**src/rtl/acc_sequencer_if.sv**
```systemverilog
// Control/status bundle between the radar control registers and acc_sequencer.
// The master side drives the run request and configuration; the slave side reports triggers and status.
interface acc_sequencer_if #(
   parameter int PRI_W    = 32,
   parameter int MAX_LOG2 = 8
);
   logic                start;
   logic                abort;
   logic [3:0]          cfg_log2cnt;
   logic [PRI_W-1:0]    cfg_pri;
   logic [15:0]         cfg_ncpi;
   logic                trig;
   logic                trig_int;
   logic [15:0]         shift;
   logic                busy;
   logic [MAX_LOG2-1:0] pulse_idx;
   logic                cpi_done;
   logic                run_done;
   logic                cfg_err;

   modport master (
      output start, abort, cfg_log2cnt, cfg_pri, cfg_ncpi,
      input  trig, trig_int, shift, busy, pulse_idx, cpi_done, run_done, cfg_err
   );

   modport slave (
      input  start, abort, cfg_log2cnt, cfg_pri, cfg_ncpi,
      output trig, trig_int, shift, busy, pulse_idx, cpi_done, run_done, cfg_err
   );
endinterface

```
**src/rtl/acc_sequencer.sv**
```systemverilog
// Trigger scheduler for the coherent accumulator: emits 2^N triggers per CPI spaced by PRI,
// for a programmed number of CPIs or continuously until aborted.
module acc_sequencer #(
   parameter int DEPTH    = 4096,
   parameter int MAX_LOG2 = 8,
   parameter int PRI_W    = 32
) (
   input  logic            clk,
   input  logic            rst,
   acc_sequencer_if.slave  bus
);
   typedef enum logic [1:0] {
      ST_IDLE = 2'd0,
      ST_FIRE = 2'd1,
      ST_WAIT = 2'd2
   } state_t;

   localparam logic [PRI_W-1:0]    PRI_ONE  = PRI_W'(32'd1);
   localparam logic [PRI_W-1:0]    PRI_TWO  = PRI_W'(32'd2);
   localparam logic [PRI_W-1:0]    PRI_MIN  = PRI_W'(DEPTH);
   localparam logic [3:0]          LOG2_MAX = 4'(MAX_LOG2);
   localparam logic [MAX_LOG2-1:0] IDX_ONE  = MAX_LOG2'(32'd1);
   localparam logic [MAX_LOG2:0]   WRAP_ONE = (MAX_LOG2+1)'(32'd1);

   state_t              state_r, state_s;
   logic [PRI_W-1:0]    timer_r, timer_s, pri_r, pri_s;
   logic [3:0]          log2_r, log2_s;
   logic [15:0]         ncpi_r, ncpi_s, cpi_cnt_r, cpi_cnt_s, cpi_next_s;
   logic [MAX_LOG2-1:0] idx_r, idx_s;
   logic [MAX_LOG2:0]   idx_last_s;
   logic                cpi_end_r, cpi_end_s, last_r, last_s;
   logic                trig_r, trig_s, trig_int_r, trig_int_s;
   logic                cpi_done_r, cpi_done_s, run_done_r, run_done_s;
   logic                cfg_err_r, cfg_err_s, busy_r, busy_s;
   logic [15:0]         shift_r, shift_s;
   logic [MAX_LOG2-1:0] pulse_idx_r, pulse_idx_s;

   // Next-state and registered-output computation.
   // idx_r holds the index of the next trigger to fire; cpi_end_r/last_r carry a CPI wrap decided at
   // timer expiry into the following FIRE cycle so that cpi_done/run_done line up with the trigger slot.
   always_comb begin
      state_s     = state_r;
      timer_s     = timer_r;
      pri_s       = pri_r;
      log2_s      = log2_r;
      ncpi_s      = ncpi_r;
      cpi_cnt_s   = cpi_cnt_r;
      idx_s       = idx_r;
      cpi_end_s   = cpi_end_r;
      last_s      = last_r;
      trig_s      = 1'b0;
      trig_int_s  = 1'b0;
      cpi_done_s  = 1'b0;
      run_done_s  = 1'b0;
      cfg_err_s   = 1'b0;
      busy_s      = busy_r;
      shift_s     = shift_r;
      pulse_idx_s = pulse_idx_r;
      cpi_next_s  = cpi_cnt_r + 16'd1;
      idx_last_s  = (WRAP_ONE << log2_r) - WRAP_ONE;

      case (state_r)
         ST_IDLE: begin
            if (bus.start) begin
               if ((bus.cfg_pri >= PRI_MIN) && (bus.cfg_log2cnt <= LOG2_MAX)) begin
                  pri_s     = bus.cfg_pri;
                  log2_s    = bus.cfg_log2cnt;
                  ncpi_s    = bus.cfg_ncpi;
                  shift_s   = {12'd0, bus.cfg_log2cnt};
                  cpi_cnt_s = 16'd0;
                  idx_s     = '0;
                  cpi_end_s = 1'b0;
                  last_s    = 1'b0;
                  busy_s    = 1'b1;
                  state_s   = ST_FIRE;
               end else begin
                  cfg_err_s = 1'b1;
               end
            end else begin
               state_s = ST_IDLE;
            end
         end
         ST_FIRE: begin
            if (bus.abort) begin
               run_done_s = 1'b1;
               busy_s     = 1'b0;
               state_s    = ST_IDLE;
            end else if (last_r) begin
               cpi_done_s = 1'b1;
               run_done_s = 1'b1;
               busy_s     = 1'b0;
               state_s    = ST_IDLE;
            end else begin
               trig_s      = 1'b1;
               trig_int_s  = (idx_r == '0);
               cpi_done_s  = cpi_end_r;
               pulse_idx_s = idx_r;
               cpi_end_s   = 1'b0;
               timer_s     = pri_r - PRI_TWO;
               state_s     = ST_WAIT;
            end
         end
         ST_WAIT: begin
            if (bus.abort) begin
               run_done_s = 1'b1;
               busy_s     = 1'b0;
               state_s    = ST_IDLE;
            end else if (timer_r != '0) begin
               timer_s = timer_r - PRI_ONE;
            end else begin
               state_s = ST_FIRE;
               if ({1'b0, idx_r} == idx_last_s) begin
                  idx_s     = '0;
                  cpi_end_s = 1'b1;
                  cpi_cnt_s = cpi_next_s;
                  // Continuous mode (ncpi == 0) never terminates on the CPI count.
                  last_s    = (ncpi_r != 16'd0) && (cpi_next_s == ncpi_r);
               end else begin
                  idx_s = idx_r + IDX_ONE;
               end
            end
         end
         default: begin
            busy_s  = 1'b0;
            state_s = ST_IDLE;
         end
      endcase
   end

   // State and output registers.
   always_ff @(posedge clk or posedge rst) begin
      if (rst) begin
         state_r     <= ST_IDLE;
         timer_r     <= '0;
         pri_r       <= '0;
         log2_r      <= 4'd0;
         ncpi_r      <= 16'd0;
         cpi_cnt_r   <= 16'd0;
         idx_r       <= '0;
         cpi_end_r   <= 1'b0;
         last_r      <= 1'b0;
         trig_r      <= 1'b0;
         trig_int_r  <= 1'b0;
         cpi_done_r  <= 1'b0;
         run_done_r  <= 1'b0;
         cfg_err_r   <= 1'b0;
         busy_r      <= 1'b0;
         shift_r     <= 16'd0;
         pulse_idx_r <= '0;
      end else begin
         state_r     <= state_s;
         timer_r     <= timer_s;
         pri_r       <= pri_s;
         log2_r      <= log2_s;
         ncpi_r      <= ncpi_s;
         cpi_cnt_r   <= cpi_cnt_s;
         idx_r       <= idx_s;
         cpi_end_r   <= cpi_end_s;
         last_r      <= last_s;
         trig_r      <= trig_s;
         trig_int_r  <= trig_int_s;
         cpi_done_r  <= cpi_done_s;
         run_done_r  <= run_done_s;
         cfg_err_r   <= cfg_err_s;
         busy_r      <= busy_s;
         shift_r     <= shift_s;
         pulse_idx_r <= pulse_idx_s;
      end
   end

   assign bus.trig      = trig_r;
   assign bus.trig_int  = trig_int_r;
   assign bus.cpi_done  = cpi_done_r;
   assign bus.run_done  = run_done_r;
   assign bus.cfg_err   = cfg_err_r;
   assign bus.busy      = busy_r;
   assign bus.shift     = shift_r;
   assign bus.pulse_idx = pulse_idx_r;
endmodule

```
**src/flat_wrapper.sv**
```systemverilog
// flat-port wrapper written by rule: the top's interface ports become plain ports
module acc_sequencer_flat 
#(
   parameter int DEPTH    = 4096,
   parameter int MAX_LOG2 = 8,
   parameter int PRI_W    = 32
)
  (clk, rst, bus_start, bus_abort, bus_cfg_log2cnt, bus_cfg_pri, bus_cfg_ncpi, bus_trig, bus_trig_int, bus_shift, bus_busy, bus_pulse_idx, bus_cpi_done, bus_run_done, bus_cfg_err);
  acc_sequencer_if #(.PRI_W(PRI_W), .MAX_LOG2(MAX_LOG2)) bus_i ();
  input  logic clk;
  input  logic rst;
  input wire logic [$bits(bus_i.start)-1:0] bus_start;
  input wire logic [$bits(bus_i.abort)-1:0] bus_abort;
  input wire logic [$bits(bus_i.cfg_log2cnt)-1:0] bus_cfg_log2cnt;
  input wire logic [$bits(bus_i.cfg_pri)-1:0] bus_cfg_pri;
  input wire logic [$bits(bus_i.cfg_ncpi)-1:0] bus_cfg_ncpi;
  output wire logic [$bits(bus_i.trig)-1:0] bus_trig;
  output wire logic [$bits(bus_i.trig_int)-1:0] bus_trig_int;
  output wire logic [$bits(bus_i.shift)-1:0] bus_shift;
  output wire logic [$bits(bus_i.busy)-1:0] bus_busy;
  output wire logic [$bits(bus_i.pulse_idx)-1:0] bus_pulse_idx;
  output wire logic [$bits(bus_i.cpi_done)-1:0] bus_cpi_done;
  output wire logic [$bits(bus_i.run_done)-1:0] bus_run_done;
  output wire logic [$bits(bus_i.cfg_err)-1:0] bus_cfg_err;
  assign bus_i.start = bus_start;
  assign bus_i.abort = bus_abort;
  assign bus_i.cfg_log2cnt = bus_cfg_log2cnt;
  assign bus_i.cfg_pri = bus_cfg_pri;
  assign bus_i.cfg_ncpi = bus_cfg_ncpi;
  assign bus_trig = bus_i.trig;
  assign bus_trig_int = bus_i.trig_int;
  assign bus_shift = bus_i.shift;
  assign bus_busy = bus_i.busy;
  assign bus_pulse_idx = bus_i.pulse_idx;
  assign bus_cpi_done = bus_i.cpi_done;
  assign bus_run_done = bus_i.run_done;
  assign bus_cfg_err = bus_i.cfg_err;
  acc_sequencer #(.DEPTH(DEPTH), .MAX_LOG2(MAX_LOG2), .PRI_W(PRI_W)) u_core (.clk(clk), .rst(rst), .bus(bus_i));
endmodule
```
**config.mk**
```make
export PLATFORM = sky130hd
export DESIGN_NAME = acc_sequencer_flat
export DESIGN_NICKNAME = d
export VERILOG_FILES = /design/src/rtl/acc_sequencer_if.sv /design/src/rtl/acc_sequencer.sv /design/src/flat_wrapper.sv
export SDC_FILE = /design/constraint.sdc
export NUM_CORES = 1
export LEC_CHECK = 0
export ABC_AREA = 1
export CAP_MARGIN = 15
export CORE_AREA = 2 2 107 130
export DETAILED_ROUTE_END_ITERATION = 8
export DIE_AREA = 0 0 109 132
export PLACE_DENSITY = 0.9
export SLEW_MARGIN = 20
export SYNTH_ARGS = -nofsm -noshare
export SYNTH_HDL_FRONTEND = slang
export SYNTH_SLANG_ARGS = --single-unit
```
**constraint.sdc**
```tcl
create_clock -name clk -period 10.4 [get_ports clk]
set_input_delay 2.08 -clock clk [delete_from_list [all_inputs] [get_ports clk]]
set_output_delay 2.08 -clock clk [all_outputs]
set_load 0.03 [all_outputs]
```
==> impl_summary.log, run 1 <==
INFO  metric fraction_of_the_mapped_netlist_area_in_simple_logic_gates = 30.7%
INFO  metric design.die.area = 0.0144 sq mm
INFO  metric floorplan.initialDensity = a little over 60%
INFO  metric crit_fanout = 49
INFO  metric synth.top_cell.area_share = 39.6%
INFO  metric grt_util_met3 = 5.64%
INFO  metric hold-worst-slack = 0.481 ns
INFO  metric grt.total_usage = 30.4%
INFO  metric most_crowded_layer_gr = met2
INFO  metric yosys-top-cells-count = nand2_1 (287), nor2_1 (168), inv_1 (139)
INFO  metric cts_tree = yes
INFO  metric detailedRoute.firstIterationViolations = approximately 500
INFO  metric critPathLaunchType = input pin
INFO  metric ys_types = 40
INFO  metric post_cts.repair.setup_buffers = 0
INFO  metric max_slew.worst_pin.slew = 0.822 ns
INFO  metric final-max-slew-violation-count = 0
INFO  metric worstSetupPathType = input pin to flip-flop
INFO  metric crit_path_end_kind = flip-flop
INFO  metric finalWirelength = 20500 microns
INFO  metric finalSetupViolations = 0
INFO  metric synth_enable_flop_cells = 0
INFO  metric ys_warn_count = 0
INFO  metric library_cell_occupying_the_most_area_in_the_post_synthesis_netlist = dfrtp_1
INFO  metric design.core.area = 0.0131 sq mm
INFO  metric grt_met1_use = 35.6%
INFO  metric postSynth.asyncResetShare = 100%
INFO  metric ioPinCount = 86
INFO  metric gp_congestion = 0.933
INFO  metric finalPower = 0.00261 W
INFO  metric cpMostUsedCell = o21ai_0
INFO  metric hpwl = 14700 microns
INFO  metric first_pass_grt_wire_length = 34500 microns
INFO  metric cts-buffers-inserted = 17
INFO  metric fp.dieW = 109 microns
INFO  metric critPathBufInv = 3
INFO  metric drt_first_pass_iters = 6
INFO  metric final_net_count = 1273
INFO  metric power.density = 278 mW/mm^2
INFO  metric cpLargestDelayFamily = buffers and inverters
INFO  metric max-slew-margin-rel = 45.2%
INFO  metric finalWorstSetupSlack = 6.29 ns
INFO  metric postSynth.topFlopCell = dfrtp_1
INFO  metric drive_gt1_share = 5.74%
INFO  metric combinational_family_with_the_most_area_after_synthesis = simple AND/OR/NAND/NOR gates
INFO  metric synth-compound-area-share = 14.0%
INFO  metric antenna_found_initial = 0
INFO  metric cts_num_sinks = roughly 130
INFO  metric routed-via-count = ~7700
INFO  metric drv.max_cap_violation_count = 0
INFO  metric finish.utilization = a little under three quarters
INFO  metric run_status = complete, no violations
INFO  metric crit_required = around 11 ns
INFO  metric numPortBuffers = 73
INFO  metric count_of_endpoints_failing_hold_in_the_final_timing_report = 0
INFO  metric fin_crit_sh = roughly two fifths
INFO  metric post_cts_resize_count = 0
INFO  metric synth_xor_xnor_area_share = 3.59%
INFO  metric post_cts_hold_buffer_count = 0
INFO  metric critPathArrivalTime = ~4.4 ns
INFO  metric synth.area.mux_share = 0.708%
INFO  metric cts_root_buffer = clkbuf_16
INFO  metric first_global_vias = about 7600
INFO  metric irDropWorstVdd = 0.175 mV
INFO  metric static-leakage-power = 4.25 nW
INFO  metric avgViaCountPerCell = between 5 and 6
INFO  metric synth.cell_area = approximately 0.0080 sq mm
INFO  metric fin_worst_skew = 0.00823 ns
INFO  metric min-delay-path-class = flip-flop to flip-flop
INFO  metric setup_tns_final = 0 ns
INFO  metric grt_start_max_net_pins = 100
INFO  metric floorplan.rows = 46
INFO  metric setup_repair_after_global_routing_missed_its_margin = no
INFO  metric post-synth-top-count-cell = nand2_1
INFO  metric antennaDiodeCount = 0
INFO  metric path_cells = clkdlybuf4s50_1 > o21ai_0 > inv_1 > nor3_1 > nand2_4 > inv_2 > o311ai_0 > o21ai_0
INFO  metric final_antenna_net_count = 0
INFO  metric drt-wirelength-per-cell = 14.8 microns
INFO  metric overflow = 0
INFO  metric drcViolationCount = 0
INFO  metric worstSkewPairLatency = 0.43 ns
INFO  metric synth.top_cells.by_area = dfrtp_1 (40%), nand2_1 (14%), nor2_1 (7.9%), o21ai_0 (7.3%), inv_1 (6.6%)
INFO  metric met2_usage = between 50% and 60%
INFO  metric cp_slowest_cell = inv_2
INFO  metric synth_seq_area_share = 39.6%
INFO  metric maximum_buffer_depth_of_the_clock_tree = 2
INFO  metric htreeDepth = 4
INFO  metric timing.critical_path.slowest_cell_delay = 0.58 ns
INFO  metric worst_setup_hold_path_clk_slew = ~0.060 ns
INFO  metric dieHeight = 132 microns
INFO  metric synthAdderAreaFrac = 1.73%
INFO  metric yosys_register_bits = ~130
INFO  metric max_freq = 243 MHz
INFO  metric dp_worst_setup_slack = 5.91 ns
INFO  metric regToRegSetupSlack = 7.50 ns
INFO  metric synthesis.instances = 1140
INFO  metric syn_to_final_growth = 17.9%
INFO  metric synth.avg_cell_area = 6.98 sq um
INFO  metric fillerInstances = 991
INFO  metric timing.final.crit_period = between 4 and 5 ns
[where the power goes]
group | internal, W | total, W | leakage, nW | switching [W]
Sequential | 0.000672 | 0.000838 | 1.60 | 0.000166
Combinational | 0.000380 | 0.00112 | 2.34 | 0.000742
Clock | 0.000414 | 0.000647 | 0.302 | 0.000233
[layout by cell type, fill, tap and decap left out, drive strengths merged]
master / count
a22oi: 2
o31ai: 5
nand4: 23
clkinvlp: 4
nand2: 293
a21oi: 37
o21ai: 132
nand3: 80
buf: 4
xnor2: 7
xor2: 23
dfrtp: 126
a21boi: 1
inv: 141
o211ai: 9
nor4: 4
o311ai: 1
ha: 11
conb: 12
nor2: 176
a31oi: 6
nor3: 9
mux2: 5
o221ai: 1
o21bai: 1
clkbuf: 19
a31o: 1
xnor3: 1
clkinv: 4
o21a: 1
o22ai: 2
a32o: 1
clkdlybuf4s50: 73
bufinv: 4
[stage by stage]
stage | instance area (sq um) | cells
3_3_place_gp | 8740 | 1355
5_1_grt | 9380 | 1387
2_1_floorplan | 8000 | 1151
3_5_place_dp | 8740 | 1355
4_1_cts | 9380 | 1387
6_report | 9380 | 1387
[path summary, 6_finish.rpt]
kind                                          from                       to  depth (start not counted)
setup / recovery                         bus_abort        u_core.timer_r[4]                          8
hold / removal             u_core.bus.pulse_idx[7]  u_core.bus.pulse_idx[7]                          2
setup reg to reg                 u_core.state_r[0]        u_core.timer_r[4]                         10
hold reg to reg            u_core.bus.pulse_idx[7]  u_core.bus.pulse_idx[7]                          2
max in group asynchronous                      rst  u_core.bus.pulse_idx[1]                          3
min in group asynchronous                      rst          u_core.pri_r[4]                          2
[worst reg2reg max path, delay by kind of cell (launching register included)]
| kind | cells | cell delay, ns |
|---|---|---|
| compound gates | 2 | 0.42 |
| fa+ha+maj | 1 | 0.20 |
| buf+inv | 4 | 1.02 |
| flops | 1 | 0.43 |
| simple gates | 3 | 0.75 |
[routing by layer]
metal | part of all wire (%) | vias up
li1 | - | 3795
met1 | 39 | 3515
met2 | 52 | 292
met3 | 5.9 | 52
met4 | 3.1 | 0
met5 | 0 | -
[cell families after synthesis]
group	after synthesis
compound gates	200
flops	126
fa+ha+maj	11
simple gates	585
mux	5
xor+xnor	31
other cells	1
buf+inv	181
[registers in the layout, summed over array words and instances, names as in the netlist, 2 cells and up]
signal                flops
u_core.log2_r             4
u_core.cpi_cnt_r         16
u_core.timer_r           32
u_core.pri_r             32
u_core.state_r            2
u_core.bus.pulse_idx      8
u_core.idx_r              8
u_core.ncpi_r            16
[final cells by class]
type	instances	area, sq um	share of cell area [%]
multi-input cells	844	4090	43.6
well taps	168	210	2.24
flip-flops and latches	126	3150	33.6
clock inverters	13	186	1.99
clock buffers	19	453	4.83
inverters	140	528	5.63
repair buffers	77	761	8.11
Note: power is estimated with default switching activity, not from simulation.
==> run 2, diff against run 1 <==
- CORE_AREA: 2 2 107 130 -> 2 2 110 134
- DIE_AREA: 0 0 109 132 -> 0 0 112 136
- PLACE_DENSITY: 0.9 -> 0.86
- clock period: 10.4 -> 3.9 ns (I/O delays scaled with it)
==> impl_summary.log, run 2 (same netlist as run 1, synthesis figures left out) <==
INFO  metric numPortBuffers = 73
INFO  metric drcViolationCount = 0
INFO  metric finalSetupViolations = 0
INFO  metric fin_crit_sh = a little over two thirds
INFO  metric first_pass_grt_wire_length = 34700 microns
INFO  metric drv.max_cap_violation_count = 0
INFO  metric largest_registers = u_core.pri_r: 32 flops, u_core.timer_r: 32 flops
INFO  metric cpLargestDelayFamily = simple AND/OR/NAND/NOR gates
INFO  metric cts_root_buffer = clkbuf_16
INFO  metric overflow = 0
INFO  metric routed-via-count = roughly 8000
INFO  metric design.die.area = 0.0152 sq mm
INFO  metric max_freq = 364 MHz
INFO  metric ioPinCount = 86
INFO  metric net-switching-power = ~0.0031 W
INFO  metric crit_required = 4.20 ns
INFO  metric cts-buffers-inserted = 17
INFO  metric power.share.switching = 43.9%
INFO  metric fin_worst_skew = 0.0109 ns
INFO  metric antenna_found_initial = 0
INFO  metric count_of_endpoints_failing_hold_in_the_final_timing_report = 0
INFO  metric pwr-share-clk = between 20 and 25%
INFO  metric layout_common_cells = nand2_1 (287), nor2_1 (167), inv_1 (138)
INFO  metric cts_tree = yes
INFO  metric dpl.cell_count = approximately 1400
INFO  metric floorplan.rows = 48
INFO  metric power.density = 736 mW/mm^2
INFO  metric hpwl = around 15000 microns
INFO  metric max-slew-margin-rel = 44.8%
INFO  metric post_cts_resize_count = 0
INFO  metric crit_path_end_kind = flip-flop
INFO  metric grt.total_usage = 28.4%
INFO  metric grt_start_max_net_pins = 47
INFO  metric critPathBufInv = 3
INFO  metric drt_first_pass_iters = 6
INFO  metric setup_tns_final = 0 ns
INFO  metric setup_repair_after_global_routing_missed_its_margin = no
INFO  metric dieHeight = 136 microns
INFO  metric final_design_area_no_fill = 0.00948 sq mm
INFO  metric cp_slowest_cell = dfrtp_1
INFO  metric syn_to_final_growth = 19.2%
INFO  metric finalWorstSetupSlack = approximately 1.2 ns
INFO  metric gp_congestion = ~0.93
INFO  metric internal_power = 0.00392 W
INFO  metric floorplan.initialDensity = a little under three fifths
INFO  metric run_status = complete, no violations
INFO  metric cts_num_sinks = between 100 and 150
INFO  metric finalPower = 0.00698 W
INFO  metric finalWirelength = 20900 microns
INFO  metric post_cts.repair.setup_buffers = 0
INFO  metric avgViaCountPerCell = 5.60
INFO  metric share_comb_of_total_power = a little over two fifths
INFO  metric final_antenna_net_count = 0
INFO  metric post_cts_hold_buffer_count = 0
INFO  metric crit_fanout = 34
INFO  metric placedInstanceArea = 0.00885 sq mm
INFO  metric min-delay-path-class = flip-flop to flip-flop
INFO  metric design.core.area = ~0.014 sq mm
INFO  metric detailedRoute.firstIterationViolations = 560
INFO  metric static-leakage-power = 4.30 nW
INFO  metric max_slew.worst_pin.slew = 0.826 ns
INFO  metric fp.dieW = 112 microns
INFO  metric antennaDiodeCount = 0
INFO  metric timing.critical_path.slowest_cell_delay = ~0.35 ns
INFO  metric critPathLaunchType = flip-flop
INFO  metric timing.final.crit_period = 2.75 ns
INFO  metric worst_setup_hold_path_clk_slew = 0.06 ns
INFO  metric drive_gt1_share = between 6 and 7%
INFO  metric final-max-slew-violation-count = 0
INFO  metric path_cells = inv_1 > ha_1 > nand2_1 > nor2_2 > nand2_1 > nor2_4 > nand3_2 > nor2_2 > nand2_2 > nand2_4 > inv_2 > buf_4 > o211ai_1 > o21ai_0
INFO  metric maximum_buffer_depth_of_the_clock_tree = 2
INFO  metric first_global_vias = 7441
INFO  metric dp_worst_setup_slack = 0.811 ns
INFO  metric htreeDepth = 4
INFO  metric critPathArrivalTime = 3.05 ns
INFO  metric drt-wirelength-per-cell = 14.9 microns
INFO  metric seq_power_share = 32.0%
INFO  metric worstSkewPairLatency = 0.44 ns
INFO  metric non_filler_instance_count_after_layout = 1402
INFO  metric irDropWorstVdd = about 0.42 mV
INFO  metric final_net_count = 1281
INFO  metric mostFrequentLayoutCell = nand2_1
INFO  metric worstSetupPathType = flip-flop to flip-flop
## run 2: routing by layer
metal / share of wire (%) / wire length (microns) / global-route usage (%) / vias up
met4: 3.8 / 803 / 12.9 / 0
met3: 5.4 / 1120 / 6.24 / 74
met2: 52 / 10800 / 51.6 / 272
li1: - / - / - / 3828
met5: 0 / 0 / 0 / -
met1: 39 / 8140 / 32.0 / 3674
## run 2: path summary, 6_finish.rpt
path / from / end / slack (ns) / cells after the start
hold reg to reg: u_core.bus.pulse_idx[7] / u_core.bus.pulse_idx[7] / 0.48 / 2
hold / removal: u_core.bus.pulse_idx[7] / u_core.bus.pulse_idx[7] / 0.48 / 2
setup reg to reg: u_core.timer_r[0] / u_core.timer_r[24] / 1.15 / 14
max in group asynchronous: rst / u_core.ncpi_r[11] / 2.33 / 3
setup / recovery: u_core.timer_r[0] / u_core.timer_r[24] / 1.15 / 14
min in group asynchronous: rst / u_core.pri_r[22] / 0.86 / 2
## run 2: tightest hold or removal path, cell delays in order, from the launching register on
cell	delay [ns]
dfrtp_1	0.35
nand2_1	0.05
nand2_1	0.05
## run 2: power by group through the flow
stage          Clock, W  Combinational (W)  Sequential [W]
4_1_cts         0.00174            0.00299         0.00222
5_1_grt         0.00180            0.00341         0.00229
2_1_floorplan         0            0.00221         0.00221
3_5_place_dp          0            0.00295         0.00223
6_report        0.00173            0.00302         0.00224
3_3_place_gp          0            0.00286         0.00222
## run 2: layout make-up
type / instances / area, sq um
fill: 1154 / 4570
multi-input combinational: 844 / 4090
sequential: 126 / 3150
clock inverter: 14 / 206
tap: 175 / 219
inverter: 140 / 529
clock buffer: 18 / 429
timing repair buffer: 85 / 858
## run 2: through the flow
| step | utilization [%] | hold slack [ns] |
|---|---|---|
| 2_1_floorplan | - | 0.454 |
| 3_3_place_gp | 63.0 | 0.471 |
| 3_5_place_dp | 63.0 | 0.466 |
| 4_1_cts | 67.5 | 0.481 |
| 5_1_grt | 67.5 | 0.519 |
| 6_report | 67.5 | 0.480 |
==> run 3, diff against run 2 <==
- CORE_AREA: 2 2 110 134 -> 2 2 116 141
- DIE_AREA: 0 0 112 136 -> 0 0 118 143
- PLACE_DENSITY: 0.86 -> 0.81
- clock period: 3.9 -> 2.2 ns (I/O delays scaled with it)
==> impl_summary.log, run 3 (same netlist as run 1, synthesis figures left out) <==
INFO  metric layout_common_cells = nand2_1 (278), nor2_1 (162), inv_1 (134)
INFO  metric setup_repair_after_global_routing_missed_its_margin = yes
INFO  metric routed-via-count = 8068
INFO  metric path_cells = nor2_4 > nand3_2 > ha_4 > xor2_1 > nand2_1 > nor2_1 > nand4_1 > nor2_2 > nand2_2 > nand2_4 > buf_12 > nand2_4 > nand2_1 > nand2_1
INFO  metric largest_registers = u_core.pri_r: 32 flops, u_core.timer_r: 32 flops
INFO  metric max_freq = 456 MHz
INFO  metric first_pass_grt_wire_length = 35900 microns
INFO  metric finalSetupViolations = 0
INFO  metric maximum_buffer_depth_of_the_clock_tree = 2
INFO  metric wirelength_met1 = about 9000 microns
INFO  metric finalWorstSetupSlack = 0.00581 ns
INFO  metric worstSkewPairLatency = 0.43 ns
INFO  metric static-leakage-power = 4.69 nW
INFO  metric timing.critical_path.slowest_cell_delay = 0.40 ns
INFO  metric antenna_found_initial = 0
INFO  metric floorplan.initialDensity = between 50% and 60%
INFO  metric timing.reg2reg.worst_path_depth = 14
INFO  metric post_cts_hold_buffer_count = 0
INFO  metric finalPower = 0.0132 W
INFO  metric cp_slowest_cell = dfrtp_1
INFO  metric critPathBufInv = 1
INFO  metric grt.total_usage = 26.6%
INFO  metric count_of_endpoints_failing_hold_in_the_final_timing_report = 0
INFO  metric worst_setup_hold_path_clk_slew = 0.06 ns
INFO  metric detailedRoute.firstIterationViolations = a little under 500
INFO  metric numPortBuffers = 73
INFO  metric htreeDepth = 4
INFO  metric gp_congestion = 0.903
INFO  metric critical_path_stages = 14
INFO  metric drive_gt1_share = between 10% and 20%
INFO  metric grt_start_max_net_pins = between 100 and 150
INFO  metric final_net_count = 1359
INFO  metric final-max-slew-violation-count = 0
INFO  metric cts_tree = yes
INFO  metric dieHeight = 143 microns
INFO  metric fin_crit_sh = between 90% and 100%
INFO  metric avgViaCountPerCell = ~5.3
INFO  metric cts-buffers-inserted = 17
INFO  metric critPathArrivalTime = ~2.5 ns
INFO  metric drv.max_cap_violation_count = 0
INFO  metric multi_input_area = 0.00424 sq mm
INFO  metric syn_to_final_growth = 28.5%
INFO  metric design.core.area = ~0.015 sq mm
INFO  metric worstSetupPathType = flip-flop to flip-flop
INFO  metric final_antenna_net_count = 0
INFO  metric cts_num_sinks = about 130
INFO  metric fin_worst_skew = 0.00802 ns
INFO  metric finalWirelength = around 22000 microns
INFO  metric power.density = 1290 mW/mm^2
INFO  metric antennaDiodeCount = 0
INFO  metric final_design_area_no_fill = a little over 0.01 sq mm
INFO  metric dp_worst_setup_slack = -0.348 ns
INFO  metric setup_tns_final = 0 ns
INFO  metric cpLargestDelayFamily = simple AND/OR/NAND/NOR gates
INFO  metric met2RoutedLength = 11300 microns
INFO  metric critPathLaunchType = flip-flop
INFO  metric max-slew-margin-rel = a little over half
INFO  metric hpwl = 15800 microns
INFO  metric drcViolationCount = 0
INFO  metric dpl.cell_count = 1471
INFO  metric non_filler_instance_count_after_layout = 1513
INFO  metric floorplan.rows = 50
INFO  metric cts_root_buffer = clkbuf_16
INFO  metric irDropWorstVdd = 0.881 mV
INFO  metric seqCellArea = 0.00315 sq mm
INFO  metric top_layer_used = met4
INFO  metric drt-wirelength-per-cell = 14.6 microns
INFO  metric overflow = 0
INFO  metric mostFrequentLayoutCell = nand2_1
INFO  metric max_slew.worst_pin.slew = 0.696 ns
INFO  metric ioPinCount = 86
INFO  metric drt_first_pass_iters = 6
INFO  metric fillerInstances = 1316
INFO  metric crit_required = 2.51 ns
INFO  metric crit_fanout = 5
INFO  metric min-delay-path-class = input pin to asynchronous set/reset pin
INFO  metric first_global_vias = approximately 7900
INFO  metric placedInstanceArea = 0.00940 sq mm
INFO  metric design.die.area = 0.0169 sq mm
INFO  metric timing.final.crit_period = between 2 and 2.5 ns
INFO  metric fp.dieW = 118 microns
INFO  metric crit_path_end_kind = flip-flop
INFO  metric cpMostUsedCell = nand2_1
INFO  metric route.met3.wl = approximately 1100 microns
INFO  metric run_status = complete, no violations
==> run 3: metrics by stage <==
step | hold WS [ns] | utilization (%)
2_1_floorplan | 0.454 | -
3_3_place_gp | 0.466 | 60.9
3_5_place_dp | 0.472 | 60.9
4_1_cts | 0.456 | 64.7
5_1_grt | 0.465 | 66.2
6_report | 0.441 | 66.2
==> run 3: per-layer routing <==
layer | GRT usage, % | up-vias
li1 | - | 3980
met1 | 30.1 | 3747
met2 | 47.6 | 261
met3 | 5.07 | 80
met4 | 14.3 | 0
met5 | 0 | -
==> run 3: worst paths after layout <==
path	endpoint	slack [ns]	startpoint
setup / recovery	u_core.last_r	0.006	u_core.log2_r[3]
max in group asynchronous	u_core.log2_r[2]	1.17	rst
hold reg to reg	u_core.bus.pulse_idx[7]	0.48	u_core.bus.pulse_idx[7]
min in group clk	u_core.bus.pulse_idx[7]	0.48	u_core.bus.pulse_idx[7]
hold / removal	u_core.timer_r[28]	0.44	rst
setup reg to reg	u_core.last_r	0.006	u_core.log2_r[3]
==> run 3: worst reg2reg max path, stage by stage, from the launching register on <==
cell	delay, ns
dfrtp_1	0.40
nor2_4	0.18
nand3_2	0.12
ha_4	0.28
xor2_1	0.14
nand2_1	0.06
nor2_1	0.09
nand4_1	0.13
nor2_2	0.12
nand2_2	0.08
nand2_4	0.10
buf_12	0.13
nand2_4	0.10
nand2_1	0.08
nand2_1	0.06
==> run 3: repair_timing <==
action / 4_1_cts / 5_1_grt
setup buffers: 0 / 7
setup endpoints to repair: 5 / 99
gates resized for setup: 3 / 44
gates cloned: 0 / 3
pin swaps: 0 / 6
hold endpoints to repair: 0 / 0
==> run 3: final cells by class <==
class / instances / area share [%]
Timing Repair Buffer: 160 / 14.2
Inverter: 140 / 5.22
Sequential cell: 126 / 30.8
Multi-Input combinational cell: 847 / 41.5
Clock buffer: 17 / 4.16
Clock inverter: 15 / 1.57
Tap cell: 208 / 2.54
==> run 3: where the power goes <==
part           internal [W]  switching (W)
Combinational       0.00251        0.00397
Sequential          0.00318       0.000729
Clock               0.00168        0.00115
